[config.mk]
export PLATFORM = sky130hd
export DESIGN_NAME = ternary_weight_loader
export DESIGN_NICKNAME = d
export VERILOG_FILES = /design/src/rtl/ternary_pkg.sv /design/src/rtl/ternary_weight_bank.sv /design/src/rtl/ternary_weight_loader.sv
export SDC_FILE = /design/constraint.sdc
export NUM_CORES = 1
export LEC_CHECK = 0
export CAP_MARGIN = 20
export CORE_MARGIN = 5
export CORE_UTILIZATION = 39
export CTS_CLUSTER_DIAMETER = 200
export DETAILED_ROUTE_END_ITERATION = 7
export GPL_TIMING_DRIVEN = 0
export PLACE_DENSITY_LB_ADDON = 0.1
export SKIP_LAST_GASP = 1
export SLEW_MARGIN = 20
export SYNTH_ARGS = -nofsm -noshare
export SYNTH_HDL_FRONTEND = slang
export SYNTH_HIERARCHICAL = 1
export SYNTH_SLANG_ARGS = --single-unit
[constraint.sdc]
create_clock -name clk -period 21 [get_ports clk]
set_clock_uncertainty 0.2 [all_clocks]
set_input_delay 4.2 -clock clk [delete_from_list [all_inputs] [get_ports clk]]
set_output_delay 4.2 -clock clk [all_outputs]
set_load 0.005 [all_outputs]
[src/rtl/ternary_pkg.sv]
// Shared types and constants for the ternary weight loader.
// trit_t encoding: 01=+1, 11=-1, 00=0, 10=invalid (-2).
package ternary_pkg;

  typedef logic signed [1:0] trit_t;

  localparam trit_t TRIT_ZERO    = 2'sb00;
  localparam trit_t TRIT_POS     = 2'sb01;
  localparam trit_t TRIT_NEG     = 2'sb11;
  localparam trit_t TRIT_INVALID = 2'sb10;

  typedef enum logic [1:0] {
    IDLE   = 2'd0,
    MSB    = 2'd1,
    LSB    = 2'd2,
    COMMIT = 2'd3
  } load_state_t;

  // True for the one code that has no ternary meaning.
  function automatic logic trit_is_invalid(input trit_t t);
    return t == TRIT_INVALID;
  endfunction

endpackage

[src/rtl/ternary_weight_bank.sv]
// Shadow/active weight storage for the ternary weight loader.
// The shadow bank is written one column at a time. On commit, the active bank
// takes the shadow bank, and columns past last_col are forced to zero.
// Ports:
//   clk, rst  clock, asynchronous active-high reset (clears both banks)
//   wr_en     write wr_data into shadow column wr_col
//   wr_col    shadow column index
//   wr_data   one trit per row, row r at [2r+1:2r]
//   commit    copy shadow -> active, masking columns > last_col
//   last_col  index of the last used column
//   active    flattened active bank, weight[r][c] at [2(r*COLS+c)+1 : 2(r*COLS+c)]
module ternary_weight_bank
  import ternary_pkg::*;
#(
  parameter int unsigned ROWS = 16,
  parameter int unsigned COLS = 8
) (
  input  logic                       clk,
  input  logic                       rst,
  input  logic                       wr_en,
  input  logic [$clog2(COLS)-1:0]    wr_col,
  input  logic [2*ROWS-1:0]          wr_data,
  input  logic                       commit,
  input  logic [$clog2(COLS)-1:0]    last_col,
  output logic [2*ROWS*COLS-1:0]     active
);

  localparam int unsigned COL_W = $clog2(COLS);

  trit_t shadow_q [ROWS][COLS];
  trit_t active_q [ROWS][COLS];

  // Shadow bank: column write from the loader.
  always_ff @(posedge clk or posedge rst) begin
    if (rst) begin
      for (int unsigned r = 0; r < ROWS; r++) begin
        for (int unsigned c = 0; c < COLS; c++) begin
          shadow_q[r][c] <= TRIT_ZERO;
        end
      end
    end else if (wr_en) begin
      for (int unsigned r = 0; r < ROWS; r++) begin
        for (int unsigned c = 0; c < COLS; c++) begin
          if (COL_W'(c) == wr_col) begin
            shadow_q[r][c] <= trit_t'(wr_data[2*r +: 2]);
          end
        end
      end
    end
  end

  // Active bank: atomic commit. Masking here stops stale shadow columns from a
  // wider earlier load leaking into a narrower one.
  always_ff @(posedge clk or posedge rst) begin
    if (rst) begin
      for (int unsigned r = 0; r < ROWS; r++) begin
        for (int unsigned c = 0; c < COLS; c++) begin
          active_q[r][c] <= TRIT_ZERO;
        end
      end
    end else if (commit) begin
      for (int unsigned r = 0; r < ROWS; r++) begin
        for (int unsigned c = 0; c < COLS; c++) begin
          active_q[r][c] <= (COL_W'(c) <= last_col) ? shadow_q[r][c] : TRIT_ZERO;
        end
      end
    end
  end

  // Flatten the active bank row-major onto the output bus.
  always_comb begin
    active = '0;
    for (int unsigned r = 0; r < ROWS; r++) begin
      for (int unsigned c = 0; c < COLS; c++) begin
        active[2*(r*COLS+c) +: 2] = active_q[r][c];
      end
    end
  end

endmodule

[src/rtl/ternary_weight_loader.sv]
// Ternary weight loader: streams a MAX_IN_LEN x MAX_OUT_LEN matrix of 2-bit
// ternary weights in column by column, two beats per column (MSB plane, then
// LSB plane). Loads go into a shadow bank and are committed atomically.
// Optional macro: LOAD_CODE_CHECK_EN. When it is defined, an invalid code (10)
// on a used row is stored as 00 and sets the sticky uo_err flag.
// Ports:
//   clk, rst      clock, asynchronous active-high reset
//   start         begin a load (IDLE only); samples cfg_last_row/cfg_last_col
//   abort         cancel a load in progress; the active bank is left unchanged
//   cfg_last_row  index of the last used row
//   cfg_last_col  index of the last used column
//   ui_input      bit-plane word, bit i = row i
//   in_valid      ui_input valid
//   in_ready      loader accepts a beat (MSB/LSB states)
//   uo_weights    active bank, weight[r][c] at [2(r*MAX_OUT_LEN+c)+1 : 2(r*MAX_OUT_LEN+c)]
//   uo_busy       loader not idle
//   uo_done       one-cycle pulse during the commit cycle
//   uo_err        sticky invalid-code flag (always 0 without LOAD_CODE_CHECK_EN)
module ternary_weight_loader
  import ternary_pkg::*;
#(
  parameter int unsigned MAX_IN_LEN  = 16,
  parameter int unsigned MAX_OUT_LEN = 8
) (
  input  logic                                   clk,
  input  logic                                   rst,
  input  logic                                   start,
  input  logic                                   abort,
  input  logic [$clog2(MAX_IN_LEN)-1:0]          cfg_last_row,
  input  logic [$clog2(MAX_OUT_LEN)-1:0]         cfg_last_col,
  input  logic [MAX_IN_LEN-1:0]                  ui_input,
  input  logic                                   in_valid,
  output logic                                   in_ready,
  output logic [2*MAX_IN_LEN*MAX_OUT_LEN-1:0]    uo_weights,
  output logic                                   uo_busy,
  output logic                                   uo_done,
  output logic                                   uo_err
);

  localparam int unsigned ROW_W = $clog2(MAX_IN_LEN);
  localparam int unsigned COL_W = $clog2(MAX_OUT_LEN);

  load_state_t              state_q;
  load_state_t              state_d;
  logic [ROW_W-1:0]         last_row_q;
  logic [COL_W-1:0]         last_col_q;
  logic [COL_W-1:0]         col_q;
  logic [MAX_IN_LEN-1:0]    msb_q;

  logic                     beat;
  logic                     start_acc;
  logic                     msb_take;
  logic                     lsb_take;
  logic                     commit_en;
  logic [2*MAX_IN_LEN-1:0]  wr_data;
  trit_t                    code;
`ifdef LOAD_CODE_CHECK_EN
  logic                     row_err;
`endif

  // State register.
  always_ff @(posedge clk or posedge rst) begin
    if (rst) begin
      state_q <= IDLE;
    end else begin
      state_q <= state_d;
    end
  end

  // Next state and per-cycle strobes. Abort beats any beat or commit.
  always_comb begin
    state_d   = state_q;
    start_acc = 1'b0;
    msb_take  = 1'b0;
    lsb_take  = 1'b0;
    commit_en = 1'b0;
    uo_done   = 1'b0;
    beat      = in_valid & in_ready;
    case (state_q)
      IDLE: begin
        if (start) begin
          start_acc = 1'b1;
          state_d   = MSB;
        end
      end
      MSB: begin
        if (abort) begin
          state_d = IDLE;
        end else if (beat) begin
          msb_take = 1'b1;
          state_d  = LSB;
        end
      end
      LSB: begin
        if (abort) begin
          state_d = IDLE;
        end else if (beat) begin
          lsb_take = 1'b1;
          state_d  = (col_q == last_col_q) ? COMMIT : MSB;
        end
      end
      COMMIT: begin
        state_d = IDLE;
        if (!abort) begin
          commit_en = 1'b1;
          uo_done   = 1'b1;
        end
      end
      default: state_d = IDLE;
    endcase
  end

  // Control/datapath registers; ready and busy are registered from next state.
  always_ff @(posedge clk or posedge rst) begin
    if (rst) begin
      in_ready   <= 1'b0;
      uo_busy    <= 1'b0;
      last_row_q <= '0;
      last_col_q <= '0;
      col_q      <= '0;
      msb_q      <= '0;
    end else begin
      in_ready <= (state_d == MSB) || (state_d == LSB);
      uo_busy  <= (state_d != IDLE);
      if (start_acc) begin
        last_row_q <= cfg_last_row;
        last_col_q <= cfg_last_col;
        col_q      <= '0;
      end
      if (msb_take) begin
        msb_q <= ui_input;
      end
      if (lsb_take && (col_q != last_col_q)) begin
        col_q <= col_q + COL_W'(1);
      end
    end
  end

  // Column write data: merge the two planes, zero rows past last_row.
  always_comb begin
    wr_data = '0;
    code    = TRIT_ZERO;
`ifdef LOAD_CODE_CHECK_EN
    row_err = 1'b0;
`endif
    for (int unsigned i = 0; i < MAX_IN_LEN; i++) begin
      code = trit_t'({msb_q[i], ui_input[i]});
      if (ROW_W'(i) <= last_row_q) begin
`ifdef LOAD_CODE_CHECK_EN
        if (trit_is_invalid(code)) begin
          row_err = 1'b1;
        end else begin
          wr_data[2*i +: 2] = code;
        end
`else
        wr_data[2*i +: 2] = code;
`endif
      end
    end
  end

`ifdef LOAD_CODE_CHECK_EN
  // Sticky error: cleared by an accepted start, set by an invalid used code.
  always_ff @(posedge clk or posedge rst) begin
    if (rst) begin
      uo_err <= 1'b0;
    end else if (start_acc) begin
      uo_err <= 1'b0;
    end else if (lsb_take && row_err) begin
      uo_err <= 1'b1;
    end
  end
`else
  assign uo_err = 1'b0;
`endif

  ternary_weight_bank #(
    .ROWS (MAX_IN_LEN),
    .COLS (MAX_OUT_LEN)
  ) u_bank (
    .clk      (clk),
    .rst      (rst),
    .wr_en    (lsb_take),
    .wr_col   (col_q),
    .wr_data  (wr_data),
    .commit   (commit_en),
    .last_col (last_col_q),
    .active   (uo_weights)
  );

endmodule
==> key figures <==
Critical path
  • CP peak stage delay: 550 ps
  • CP cell instances: clkdlybuf4s50_1 -> and3b_2 -> clkdlybuf4s50_1
  • Largest delay share family, worst path: buffers and inverters
  • Worst Path Max Fanout: 4
  • CP max-delay cell: clkdlybuf4s50_1
  • CP required: 16,600 ps
  • Crit end category: output pin
  • CP Class: in2out
  • Startpoint class of the critical path: primary input
  • Worst EP arrival: 5650 ps
  • Top cell by count, worst path: clkdlybuf4s50_1
  • CP Buf/Inv Count: 2

Floorplanning
  • Die W: 242.2 um
  • Rows: 85
  • Die height: 242.2 um
  • Initial Util: 39.24%
  • IO Pins: around 290
  • Core area: 0.05360 mm^2
  • Die ar.: approximately 0.059 mm^2

Place
  • Port bufs: approximately 290
  • Placed cell area: between 0.02 and 0.025 mm^2
  • DP HPWL: about 44,000 um
  • Gpl congestion: 0.8033

Synthesis
  • Synth cell types: 46
  • Post-Syn Area: 0.02104 mm^2
  • Syn avg cell area: 14.02 um^2
  • Post-synthesis register bit count: 542
  • Top_reg_cell synth: dfrtp_1
  • Syn_nets: 1,530
  • Gate Count Post-Synth: roughly 1,500
  • Area share of the leading cell type in the synthesized netlist: approximately 64%
  • Synth top area cells: dfrtp_1 (64%), mux2_2 (15%), o2bb2ai_1 (8.0%)
  • Number of synthesized flops with an enable pin: 0
  • Post-synth ARST share: 100.0%
  • Synth warn: 6
  • Synth cell count leaders: dfrtp_1 (542), mux2_2 (289), nand2_1 (195)
  • Most frequent cell after synthesis: dfrtp_1
  • Seq/Total Area, Yosys: around 64%
  • Synth area leader: dfrtp_1

Routing
  • Drt pass-1 iters: 5
  • Residual DRC count: 0
  • WL/cell: about 25 um
  • Iter 0 DRT Violations: 909
  • Total wire length: 64,270 um
  • Antenna Nets Post-Route: 0
  • DR WL met3: 3290 um
  • Met1 wire length: 29,440 um
  • Vias: about 14,000
  • Vias per cell: 5.231
  • Top sig layer: met5
  • WL met2: 30,220 um

Timing
  • Worst-Margin Slew: 1188 ps
  • Rel. slew slack: 20.65%
  • Min cycle time layout: about 10,000 ps
  • Slew Limit Fails: 0
  • Period utilization: a little under half
  • Fmax: 99.47 MHz
  • Final setup violation count: 0
  • Fin. Hold Viols: 0
  • RSZ-0062 raised after global routing: no

Clock tree
  • TritonCTS clock tree: built
  • # H-tree levels: 2
  • Total CTS buffers: 58
  • Post_cts resized: 0
  • Clock transition at the registers of the reported paths: around 60 ps
  • Hold Buf Count CTS: 0
  • Post-CTS setup buffers: 0
  • Clock sink count: 542
  • Clk root buf: clkbuf_16
  • CTS Buffer Depth: 3
  • Clk_lat worst skew: 620 ps

Global route
  • Largest net degree at the start of global routing: about 110
  • Grt ovf: 0
  • First-pass GRT wire length: 95,490 um
  • Vias in the first global route: 14,440
  • Gr usage total: 21.56%
  • Initial antenna violation count: 9

Hold path
  • Worst min path class: reg2reg

Finish
  • Share of cells above drive strength 1: 23.36%
  • Multi-input logic area: between 0.006 and 0.007 mm^2
  • Register Area: 0.01356 mm^2
  • Area delta synth->final: 27.76%
  • Cell area after layout: between 0.02 and 0.03 mm^2
  • Filler cells: 4,772
  • Post-layout nets: 1,882

Pwr
  • Static leakage: ~12 nW
  • Pwr dens: 93.98 mW/mm^2
  • Power, Total: 2.526 mW
  • Worst vdd ir: 63.72 uV

Job
  • Max cap viols: 0

Status
  • Outcome: finished clean
## final timing paths
check | startpoint | endpoint | slack, ps | cells past startpoint
hold / removal | u_bank/shadow_q[71]$_DFFE_PP0P_ | u_bank/active[185]$_DFFE_PP0P_ | 280 | 1
max in group asynchronous | rst | u_bank/active[154]$_DFFE_PP0P_ | 15360 | 4
setup / recovery | abort | uo_done | 10950 | 3
min in group asynchronous | rst | u_bank/shadow_q[211]$_DFFE_PP0P_ | 3980 | 2
setup reg to reg | state_q[0]$_DFF_PP0_ | u_bank/active[212]$_DFFE_PP0P_ | 18110 | 6
hold reg to reg | u_bank/shadow_q[71]$_DFFE_PP0P_ | u_bank/active[185]$_DFFE_PP0P_ | 280 | 1
## cells in the final DEF (no fill, tap or decap), types with 12 or more instances in the layout
master / count
a22o_1: 16
o21ai_0: 18
clkbuf_1: 75
mux2_2: 289
dfrtp_1: 542
nand3_1: 17
clkdlybuf4s50_1: 286
clkbuf_16: 61
nand2_1: 195
buf_2: 27
buf_6: 12
inv_1: 19
clkinv_2: 13
o2bb2ai_1: 192
mux2_1: 22
## sequential cells by signal (all words and copies together), names as in the netlist
name / cells
u_bank/shadow_q: 256
last_row_q: 4
col_q: 3
uo_busy: 1
state_q: 2
u_bank/active: 256
in_ready: 1
last_col_q: 3
msb_q: 16
## cell type report
cell class	instances	area share [%]
diodes	5	0.04656
clock inverters	18	0.8008
multi-input cells	827	25.49
clock buffers	86	6.402
inverters	22	0.3352
flip-flops and latches	542	50.47
repair buffers	292	11.19
plain buffers	109	2.030
well taps	696	3.240
## power breakdown
part | internal, mW | leakage [nW] | total, mW | switching, mW
Sequential | 1.10 | 7.48 | 1.14 | 0.0412
Combinational | 0.103 | 3.83 | 0.352 | 0.249
Clock | 0.623 | 0.963 | 1.04 | 0.413
## kinds of logic after synthesis
group	synth area share (%)
multiplexers	16.70
AND/OR/NAND/NOR	5.829
XOR/XNOR	0.1249
adder cells (fa/ha/maj)	0.1189
flip-flops	64.48
AO/OA/AOI/OAI	9.755
other	0.01783
buffers and inverters	2.980
## metrics by stage
stage               setup TNS, ps  util, %  setup WS, ps  std cells  hold slack (ps)
floorplan                       0        -          2300       1500            252.2
global placement         -1858870    46.21         -3658       2482            264.8
detailed placement              0    46.50         10950       2488            272.0
CTS                             0    50.11         10950       2592            286.5
global route                    0    50.12         10900       2594            298.6
finish                          0    50.14         10950       2597            281.7
## layer usage
metal,track usage [%],vias to the layer above
li1,-,6049
met1,30.30,7115
met2,34.59,318
met3,4.667,97
met4,5.203,6
met5,0,-
Note: power is estimated with default switching activity, not from simulation.
